File: src/rtl/neurosync_pkg.sv
// -----------------------------------------------------------------------------
// neurosync_pkg
// Shared definitions for the HC-SR04 ultrasonic sensor interface:
//   - default timing constants (50 MHz system clock)
//   - FSM state encoding (also exported on db_estado)
//   - saturating three-digit BCD increment helper
// -----------------------------------------------------------------------------
package neurosync_pkg;

    // 10 us trigger pulse at 50 MHz
    localparam int CICLOS_TRIGGER_PADRAO = 500;
    // 58.82 us of echo per centimetre at 50 MHz
    localparam int CICLOS_CM_PADRAO      = 2941;
    // 30 ms maximum from trigger end to echo fall at 50 MHz
    localparam int CICLOS_TIMEOUT_PADRAO = 1_500_000;

    // Largest value representable by the three BCD digits
    localparam logic [11:0] BCD_MAXIMO = 12'h999;

    typedef enum logic [3:0] {
        INICIAL     = 4'd0,
        PREPARA     = 4'd1,
        TRIGGER     = 4'd2,
        ESPERA_ECHO = 4'd3,
        CONTA       = 4'd4,
        ARREDONDA   = 4'd5,
        FINAL       = 4'd6,
        ERRO        = 4'd7
    } estado_t;

    // Adds one to a {centenas, dezenas, unidades} BCD value; 999 stays 999.
    function automatic logic [11:0] bcd_inc_sat(input logic [11:0] valor);
        logic [3:0]  uni;
        logic [3:0]  dez;
        logic [3:0]  cen;
        logic [11:0] res;
        uni = valor[3:0];
        dez = valor[7:4];
        cen = valor[11:8];
        if (valor == BCD_MAXIMO) begin
            res = valor;
        end else if (uni != 4'd9) begin
            res = {cen, dez, uni + 4'd1};
        end else if (dez != 4'd9) begin
            res = {cen, dez + 4'd1, 4'd0};
        end else begin
            res = {cen + 4'd1, 4'd0, 4'd0};
        end
        return res;
    endfunction

endpackage

File: src/rtl/contador_bcd_3d.sv
// -----------------------------------------------------------------------------
// contador_bcd_3d
// Three-digit BCD counter that saturates at 999 instead of wrapping.
// Ports:
//   clock  - system clock
//   reset  - asynchronous active-low reset (clears to 000)
//   zera   - synchronous clear (has priority over conta)
//   conta  - increment by one when high
//   bcd    - registered count {centenas, dezenas, unidades}
// -----------------------------------------------------------------------------
module contador_bcd_3d
    import neurosync_pkg::*;
(
    input  logic        clock,
    input  logic        reset,
    input  logic        zera,
    input  logic        conta,
    output logic [11:0] bcd
);

    logic [11:0] bcd_r;

    // Count register: clear, saturating increment or hold
    always_ff @(posedge clock or negedge reset) begin
        if (!reset) begin
            bcd_r <= 12'h000;
        end else if (zera) begin
            bcd_r <= 12'h000;
        end else if (conta) begin
            bcd_r <= bcd_inc_sat(bcd_r);
        end else begin
            bcd_r <= bcd_r;
        end
    end

    assign bcd = bcd_r;

endmodule

File: src/rtl/interface_hcsr04.sv
// -----------------------------------------------------------------------------
// interface_hcsr04
// Drives an HC-SR04 ultrasonic sensor: on a medir request it issues a trigger
// pulse, measures the echo high time and reports the distance in centimetres
// as three BCD digits.
//
// Build option: define MEDIDA_ARREDONDA_EN to round the result to the nearest
// centimetre (residual >= CICLOS_CM/2 adds one); otherwise the count is
// truncated.
//
// Parameters:
//   CICLOS_TRIGGER - trigger pulse width in clocks
//   CICLOS_CM      - clocks of echo per centimetre
//   CICLOS_TIMEOUT - maximum clocks from trigger end to echo fall
// Ports:
//   clock     - system clock (50 MHz nominal)
//   reset     - asynchronous active-low reset
//   medir     - single-cycle start request (ignored unless idle)
//   echo      - asynchronous sensor echo
//   trigger   - sensor trigger pulse
//   medida    - last valid distance, BCD {centenas, dezenas, unidades}
//   pronto    - one-cycle pulse when medida is updated
//   timeout   - one-cycle pulse when a measurement is aborted
//   db_estado - current FSM state
// -----------------------------------------------------------------------------
module interface_hcsr04
    import neurosync_pkg::*;
#(
    parameter int CICLOS_TRIGGER = CICLOS_TRIGGER_PADRAO,
    parameter int CICLOS_CM      = CICLOS_CM_PADRAO,
    parameter int CICLOS_TIMEOUT = CICLOS_TIMEOUT_PADRAO
) (
    input  logic        clock,
    input  logic        reset,
    input  logic        medir,
    input  logic        echo,
    output logic        trigger,
    output logic [11:0] medida,
    output logic        pronto,
    output logic        timeout,
    output logic [3:0]  db_estado
);

    // One cycle counter serves both the trigger width and the per-cm count
    localparam int CICLO_MAX = (CICLOS_TRIGGER > CICLOS_CM) ? CICLOS_TRIGGER : CICLOS_CM;
    localparam int CW        = $clog2(CICLO_MAX + 1);
    localparam int TW        = $clog2(CICLOS_TIMEOUT + 1);

    localparam logic [CW-1:0] TRIG_FIM = CW'(CICLOS_TRIGGER - 1);
    localparam logic [CW-1:0] CM_FIM   = CW'(CICLOS_CM - 1);
    localparam logic [TW-1:0] TOUT_FIM = TW'(CICLOS_TIMEOUT - 1);
`ifdef MEDIDA_ARREDONDA_EN
    localparam logic [CW-1:0] MEIO_CM  = CW'(CICLOS_CM / 2);
`endif

    logic          echo_meta_r;
    logic          echo_sync_r;
    logic          echo_ant_r;
    logic          sobe_s;
    logic          desce_s;

    estado_t       estado_r;
    logic [CW-1:0] ciclo_r;
    logic [TW-1:0] tout_r;
    logic          trigger_r;
    logic          pronto_r;
    logic          timeout_r;
    logic [11:0]   medida_r;

    logic [11:0]   bcd_s;
    logic          zera_s;
    logic          conta_s;
    logic [11:0]   resultado_s;

    // Two-flop synchroniser for echo plus a delayed copy for edge detection
    always_ff @(posedge clock or negedge reset) begin
        if (!reset) begin
            echo_meta_r <= 1'b0;
            echo_sync_r <= 1'b0;
            echo_ant_r  <= 1'b0;
        end else begin
            echo_meta_r <= echo;
            echo_sync_r <= echo_meta_r;
            echo_ant_r  <= echo_sync_r;
        end
    end

    // Edges of the synchronised echo only
    always_comb begin
        sobe_s  = echo_sync_r & ~echo_ant_r;
        desce_s = ~echo_sync_r & echo_ant_r;
    end

    // BCD counter control: cleared in PREPARA, advanced on each cm wrap
    always_comb begin
        zera_s  = 1'b0;
        conta_s = 1'b0;
        if (estado_r == PREPARA) begin
            zera_s = 1'b1;
        end else if ((estado_r == CONTA) && (ciclo_r == CM_FIM)) begin
            conta_s = 1'b1;
        end else begin
            zera_s  = 1'b0;
            conta_s = 1'b0;
        end
    end

    // Final value presented in ARREDONDA (residual is ciclo_r at that point)
    always_comb begin
        resultado_s = bcd_s;
`ifdef MEDIDA_ARREDONDA_EN
        if (ciclo_r >= MEIO_CM) begin
            resultado_s = bcd_inc_sat(bcd_s);
        end else begin
            resultado_s = bcd_s;
        end
`endif
    end

    contador_bcd_3d u_contador (
        .clock (clock),
        .reset (reset),
        .zera  (zera_s),
        .conta (conta_s),
        .bcd   (bcd_s)
    );

    // Measurement FSM with registered outputs; pronto is high during FINAL,
    // timeout is high during ERRO.
    always_ff @(posedge clock or negedge reset) begin
        if (!reset) begin
            estado_r  <= INICIAL;
            ciclo_r   <= {CW{1'b0}};
            tout_r    <= {TW{1'b0}};
            trigger_r <= 1'b0;
            pronto_r  <= 1'b0;
            timeout_r <= 1'b0;
            medida_r  <= 12'h000;
        end else begin
            pronto_r  <= 1'b0;
            timeout_r <= 1'b0;
            case (estado_r)
                INICIAL: begin
                    if (medir) begin
                        estado_r <= PREPARA;
                    end else begin
                        estado_r <= INICIAL;
                    end
                end
                PREPARA: begin
                    ciclo_r   <= {CW{1'b0}};
                    tout_r    <= {TW{1'b0}};
                    trigger_r <= 1'b1;
                    estado_r  <= TRIGGER;
                end
                TRIGGER: begin
                    if (ciclo_r == TRIG_FIM) begin
                        // timeout window starts at trigger exit
                        ciclo_r   <= {CW{1'b0}};
                        tout_r    <= {TW{1'b0}};
                        trigger_r <= 1'b0;
                        estado_r  <= ESPERA_ECHO;
                    end else begin
                        ciclo_r <= ciclo_r + CW'(1);
                    end
                end
                ESPERA_ECHO: begin
                    if (tout_r == TOUT_FIM) begin
                        timeout_r <= 1'b1;
                        estado_r  <= ERRO;
                    end else begin
                        tout_r <= tout_r + TW'(1);
                        if (sobe_s) begin
                            estado_r <= CONTA;
                        end else begin
                            estado_r <= ESPERA_ECHO;
                        end
                    end
                end
                CONTA: begin
                    // every cycle spent here, including the one seeing the
                    // fall, is one clock of echo high time
                    if (ciclo_r == CM_FIM) begin
                        ciclo_r <= {CW{1'b0}};
                    end else begin
                        ciclo_r <= ciclo_r + CW'(1);
                    end
                    if (tout_r == TOUT_FIM) begin
                        timeout_r <= 1'b1;
                        estado_r  <= ERRO;
                    end else begin
                        tout_r <= tout_r + TW'(1);
                        if (desce_s) begin
                            estado_r <= ARREDONDA;
                        end else begin
                            estado_r <= CONTA;
                        end
                    end
                end
                ARREDONDA: begin
                    medida_r <= resultado_s;
                    pronto_r <= 1'b1;
                    estado_r <= FINAL;
                end
                FINAL: begin
                    estado_r <= INICIAL;
                end
                ERRO: begin
                    estado_r <= INICIAL;
                end
                default: begin
                    trigger_r <= 1'b0;
                    estado_r  <= INICIAL;
                end
            endcase
        end
    end

    assign trigger   = trigger_r;
    assign pronto    = pronto_r;
    assign timeout   = timeout_r;
    assign medida    = medida_r;
    assign db_estado = estado_r;

endmodule
File: config.mk
export PLATFORM = sky130hd
export DESIGN_NAME = interface_hcsr04
export DESIGN_NICKNAME = d
export VERILOG_FILES = /design/src/rtl/neurosync_pkg.sv /design/src/rtl/contador_bcd_3d.sv /design/src/rtl/interface_hcsr04.sv
export SDC_FILE = /design/constraint.sdc
export NUM_CORES = 1
export LEC_CHECK = 0
export ABC_AREA = 1
export CORE_ASPECT_RATIO = 2
export CORE_MARGIN = 2
export CORE_UTILIZATION = 30
export CTS_CLUSTER_SIZE = 16
export DETAILED_ROUTE_END_ITERATION = 12
export PLACE_DENSITY = 0.46
export SLEW_MARGIN = 20
export SYNTH_ARGS = -nofsm -noshare
export SYNTH_HDL_FRONTEND = slang
export SYNTH_HIERARCHICAL = 1
export SYNTH_SLANG_ARGS = --single-unit
export TNS_END_PERCENT = 1
File: constraint.sdc
create_clock -name clock -period 1.9 [get_ports clock]
set_input_delay 0.285 -clock clock [delete_from_list [all_inputs] [get_ports clock]]
set_output_delay 0.285 -clock clock [all_outputs]
set_load 0.1 [all_outputs]
Word level (Yosys, flattened, before mapping). Cells that the tools add are included.

Input bits: 4. Bits in registers: 67. Output and inout port bits: 19. Word-level logic and storage cells: 79.

Reduce and logical (&&, ||, !) cells: 12. Bitwise operators: 5. $add $sub $neg: 5. Multiplexer cells: 26. Equal/unequal tests: 18.

Operator list (number): 12-bit two-way mux (7); 21-bit one-hot mux with 3 select lines (1); 21-bit two-way mux (2); 12-bit one-hot mux with 3 select lines (1); 12-bit == test (second input constant) (2); 4-bit one-hot mux with 6 select lines (1); 21-bit by 1-bit adder with 21-bit output (second input constant) (1); 21-bit == test (second input constant) (1); 4-bit by 3-bit == test with 1-bit output (second input constant) (4); 12-bit by 1-bit adder with 12-bit output (second input constant) (1); 4-bit by 1-bit adder with 4-bit output (second input constant) (3); 12-bit by 9-bit == test with 1-bit output (second input constant) (1); 1-bit two-way mux (9); 4-bit by 2-bit == test with 1-bit output (second input constant) (2); 4-bit inequality test (second input constant) (2); 3-bit two-way mux (2); 2-bit by 1-bit inequality test with 1-bit output (second input constant) (3); 3-bit AND reduction (2); 3-bit nonzero test (2); 6-bit OR reduction (1); 4-bit by 1-bit == test with 1-bit output (second input constant) (1); 4-bit zero test (1); 4-bit two-way mux (1); 2-bit inequality test (second input constant) (2); other kinds (9) (13).

Logic depth before layout (Yosys ltp).
Depth after elaboration: 6. Depth in mapped cells: 11. Gate-level depth less buffers: 10.

By module. Netlist, hierarchy kept.

Modules (own cells, without submodules): interface_hcsr04 (seq. area each 1351.3 µm², area each 3076.7 µm², instances 1, cells an instance 427); contador_bcd_3d (seq. area each 300.3 µm², area each 859.6 µm², instances 1, cells an instance 107).

Worst setup path before layout. Ideal clock, no wire load.

Path kind: register to register. From: register estado_r[0] (netlist: db_estado[0]). To: register tout_r[11]. Setup slack: -196 ps. Cell stages (with the launch flop): 9. Setup time: 134 ps. Data arrival time: 1961 ps. Data required time: 1766 ps. Clock period less this slack: 2096 ps. Buffers on the path: 1. Cells stage by stage: dfrtp_1 > nand2_1 > nor2_1 > nor2_1 > nand2_1 > nand2_2 > nor2_4 > buf_6 > o22ai_2.

Longest elaborated chain between the ends: 4. Elaborated cells on any way between the ends: 10. Those cells by class: eq/ne: 6; mux: 1; reduce/logical: 3.

Ends and longest elaborated chain: start: declaration (RTL line interface_hcsr04.sv:62) `estado_t estado_r;`; start signal: assignment (RTL line interface_hcsr04.sv:132) `estado_r <= INICIAL;`; start signal: assignment (RTL line interface_hcsr04.sv:145) `estado_r <= PREPARA;`; start signal: assignment (RTL line interface_hcsr04.sv:147) `estado_r <= INICIAL;`; 4-bit by 3-bit == test with 1-bit output / 4-bit by 2-bit == test with 1-bit output (equally long branches) (RTL line interface_hcsr04.sv:142) `case (estado_r)`; 2-bit OR reduction (no source line); 2-bit inequality test (no source line) / 3-bit nonzero test (equally long branches); 3-bit AND reduction (no source line); end signal: assignment (RTL line interface_hcsr04.sv:134) `tout_r <= {TW{1'b0}};`; end signal: assignment (RTL line interface_hcsr04.sv:152) `tout_r <= {TW{1'b0}};`; end signal: assignment (RTL line interface_hcsr04.sv:160) `tout_r <= {TW{1'b0}};`; end: declaration (RTL line interface_hcsr04.sv:64) `logic [TW-1:0] tout_r;`.

Parallel ways exist; a longest one is shown, timed or not. A chain may end at the register's enable or synchronous reset.

Worst setup path in the final report.
From: register ciclo_r[3]. To: register u_contador.bcd_r[11] (netlist: u_contador/bcd[11]).

Longest elaborated chain between the ends: 6.

Ends and longest elaborated chain: start: declaration (RTL line interface_hcsr04.sv:63) `logic [CW-1:0] ciclo_r;`; start signal: assignment (RTL line interface_hcsr04.sv:133) `ciclo_r <= {CW{1'b0}};`; start signal: assignment (RTL line interface_hcsr04.sv:151) `ciclo_r <= {CW{1'b0}};`; start signal: assignment (RTL line interface_hcsr04.sv:159) `ciclo_r <= {CW{1'b0}};`; 12-bit == test (RTL line interface_hcsr04.sv:100) `end else if ((estado_r == CONTA) && (ciclo_r == CM_FIM)) begin`; 1-bit logical AND (RTL line interface_hcsr04.sv:100); 1-bit two-way mux (RTL line interface_hcsr04.sv:100); 1-bit two-way mux (RTL line interface_hcsr04.sv:98) `if (estado_r == PREPARA) begin`; net conta_s (RTL line interface_hcsr04.sv:72) `logic conta_s;`; 2-bit nonzero test (no source line); 4-bit AND reduction (no source line); end signal: assignment (RTL line contador_bcd_3d.sv:30) `bcd_r <= bcd_inc_sat(bcd_r);`; end signal: assignment (RTL line contador_bcd_3d.sv:32) `bcd_r <= bcd_r;`; end: declaration (RTL line contador_bcd_3d.sv:21) `logic [11:0] bcd_r;`.

The timed path passes the listed nets, and every way through them passes these cells.

==> run summary <==
Worst setup margin = 0.172 ns
Synth top area share = 42.0%
CP max stage cell = dfrtp_2
Fill count = 1349
Routed vias/inst = 4.79
Hold_ws = 0.367 ns
WHS Endpoint = echo_sync_r$_DFF_PN0_
Top area cells in the synthesized netlist = dfrtp_1 (42%), nand2_1 (18%), nor2_1 (5.7%)
Largest net degree at the start of global routing = 39
Post-synthesis area per instance = 7.37 µm²
Cell taking the most area after synthesis = dfrtp_1
CTS tree = yes
CP Data Arrival Time = 1.95 ns
Final core utilization = 37.7%
Design area = 4870 µm²
Max VDD drop = 0.435 mV
Crit Path Class = reg -> reg
Worst skew pair latency = 0.33 ns
CTS Buffer Depth = 2
Critical R2R Launch = ciclo_r[3]$_DFFE_PN0P_
Max Freq = 0.579 GHz
Max cap viols = 0
Hpwl dp = 8520 µm
Layout Nets = 602
Die Span Y = 166 µm
Worst path bufs/invs = 3
Port Buffer Count = 21
Data required time of the worst path = 2.12 ns
Main synth FF type = dfrtp_1
Routed wire length = 11000 µm
Post-synthesis xor/xnor area fraction = 4.90%
FF-to-FF End = u_contador/bcd[11]$_DFFE_PN0P_
Syn nets = 547
Post-synthesis sequential area ratio = 42.0%
Most frequent cell on the critical path = nand2_1
GR Overflow Total = 0
Ys async rst share = 100%
WL per Instance = 14.7 µm
Top cell family by delay on the critical path = simple AND/OR/NAND/NOR gates
N_diodes = 0
Complex-gate fraction of the synthesized area = 4.80%
Hold Crit Start = echo_meta_r$_DFF_PN0_
Root buf cell = clkbuf_16
Status = finished, final reports clean
Power per cell area = 653 nW/µm²
Crit start category = register
GRT Overall Usage = 16.7%
WHS Path Cells = 0
First-pass GRT wire length = 18300 µm
Synth Instances = 534
Slowest stage delay, CP = 0.40 ns
Area grow syn2layout = 23.8%
Adder-cell share of the synthesized area = 2.86%
Crit path capture type = register
Critical-path cell list = nand2_1 > inv_1 > nand3_2 > nor4_4 > inv_1 > nor2_1 > or2_2 > buf_12 > nand3_4 > nand2_1 > nand2_1
Distinct cells, synth = 35
Initial antenna violation count = 0
Share of cells above drive strength 1 = 17.3%
Final slew viol count = 0
EDFF count, synth = 0
Worst Hold Class = reg -> reg
Number of antenna-violating nets in the routed design = 0
Post-synthesis mux area share = 0%
Num ports = 23
Synth warnings = 6
Clock Sinks = 66
Placed Area = 4520 µm²
Die area = 14100 µm²
Final period util = 91.0%
DR vias = 3574
Reg2Reg Setup Slack = 0.17 ns
Crit. path cell count = 11
Post-synthesis register bit count = 66
Row cnt = 59
Htree depth = 3
Post-Synth Simple-Gate Area = 38.4%
Num CTS Buffers = 9
Pre-CTS WS = 0.0160 ns
Final Hold Viols = 0
Core ar. = 12900 µm²
Largest family of logic cells by synthesized area = simple AND/OR/NAND/NOR gates
Clock transition at path regs = 0.06 ns
Register-to-Register Path Depth = 11
Iter 0 DRT Violations = 125
Leak pwr = 2.29 nW
Final Setup Violations = 0
Vias in the first global route = 3700
Gp weighted congestion = 0.916
CP Max Fanout = 10
Drt pass-1 iters = 6
Starting Density = 30.5%
Clock Skew = 0.00669 ns
DR DRC count = 0
Die Wd = 85.0 µm
Synth Cell Area = 3940 µm²
Tmin final = 1.73 ns
how the worst max path moves through the flow:
stage / startpoint / endpoint / slack [ns]
floorplan: ciclo_r[0]$_DFFE_PN0P_ / u_contador/bcd[8]$_DFFE_PN0P_ / 0.11
global placement: ciclo_r[0]$_DFFE_PN0P_ / u_contador/bcd[4]$_DFFE_PN0P_ / 0.13
detailed placement: ciclo_r[0]$_DFFE_PN0P_ / u_contador/bcd[9]$_DFFE_PN0P_ / 0.02
CTS: ciclo_r[0]$_DFFE_PN0P_ / u_contador/bcd[9]$_DFFE_PN0P_ / 0.07
global route: ciclo_r[3]$_DFFE_PN0P_ / u_contador/bcd[9]$_DFFE_PN0P_ / -0.007
finish: ciclo_r[3]$_DFFE_PN0P_ / u_contador/bcd[11]$_DFFE_PN0P_ / 0.17
cell families (layout without fill, tap and decap cells):
group	after synthesis	in the layout
AO/OA/AOI/OAI	30	30
XOR/XNOR	22	22
adder cells (fa/ha/maj)	9	9
buffers and inverters	66	126
flip-flops	66	66
other	1	1
AND/OR/NAND/NOR	340	340
flip-flops by register name (all words and copies together), names as in the netlist:
signal	cells
trigger	1
ciclo_r	12
echo_meta_r	1
pronto	1
echo_sync_r	1
timeout	1
echo_ant_r	1
tout_r	21
db_estado	3
medida	12
u_contador/bcd	12
cell type report:
type,instances,area [µm²],share of cell area (%)
Sequential cell,66,1660,34.0
Timing Repair Buffer,56,475,9.75
Clock buffer,14,274,5.62
Clock inverter,2,35.0,0.719
Tap cell,152,190,3.90
Multi-Input combinational cell,402,2040,41.9
Inverter,54,203,4.16
through the flow:
| stage | instances | TNS (ns) | power (mW) |
|---|---|---|---|
| floorplan | 534 | 0 | 1.45 |
| global placement | 729 | 0 | 1.49 |
| detailed placement | 729 | 0 | 1.49 |
| CTS | 746 | 0 | 3.25 |
| global route | 746 | -0.0201 | 3.32 |
| finish | 746 | 0 | 3.18 |
timing repair:
action | in CTS | in global routing
gates cloned | 0 | 0
hold buffers | 1 | 0
buffers inserted | 0 | 0
hold endpoints to repair | 16 | 0
endpoints found under the setup margin | 4 | 14
gates resized for setup | 1 | 5
pin swaps | 0 | 1
cells in the final DEF (no fill, tap or decap), types with 5 or more instances in the layout:
cell         n
nand2_1    192
dfrtp_1     62
nor2_1      60
inv_1       50
buf_4       48
nand3_1     35
nand4_1     18
o21ai_0     17
xor2_1      17
clkbuf_16    9
ha_1         8
nand3_2      6
nor3_1       6
nand2_2      5
o21ai_1      5
xnor2_1      5
per-layer routing:
layer  routed length, µm  global-route usage, %
met5                   0                      0
met4                 451                   9.52
met3                 190                   2.29
met2                6330                   31.7
met1                4000                   16.6
Yosys cell counts, types with 2 or more instances:
master,n
nor3_2,2
buf_6,2
o21ai_0,17
nand2_2,5
clkbuf_1,3
nand4_1,18
nor2_2,3
nor4_1,3
nand3_4,2
nand2_1,192
o22ai_2,2
ha_1,9
nand3_2,6
o21ai_1,5
inv_2,4
dfrtp_1,66
nor2_4,2
xnor2_1,5
nand3_1,36
buf_2,6
inv_1,50
nor3_1,6
nor2_1,60
xor2_1,17
or2_0,2
o211ai_1,2
where the power goes:
group	internal [mW]	total (mW)	leakage, nW	switching (mW)
Clock	1.12	1.72	0.153	0.596
Sequential	1.41	1.41	0.890	0.00171
Combinational	0.0125	0.0536	1.24	0.0410
Total	2.54	3.18	2.29	0.638
No activity file was read; power rests on OpenSTA's default activity.
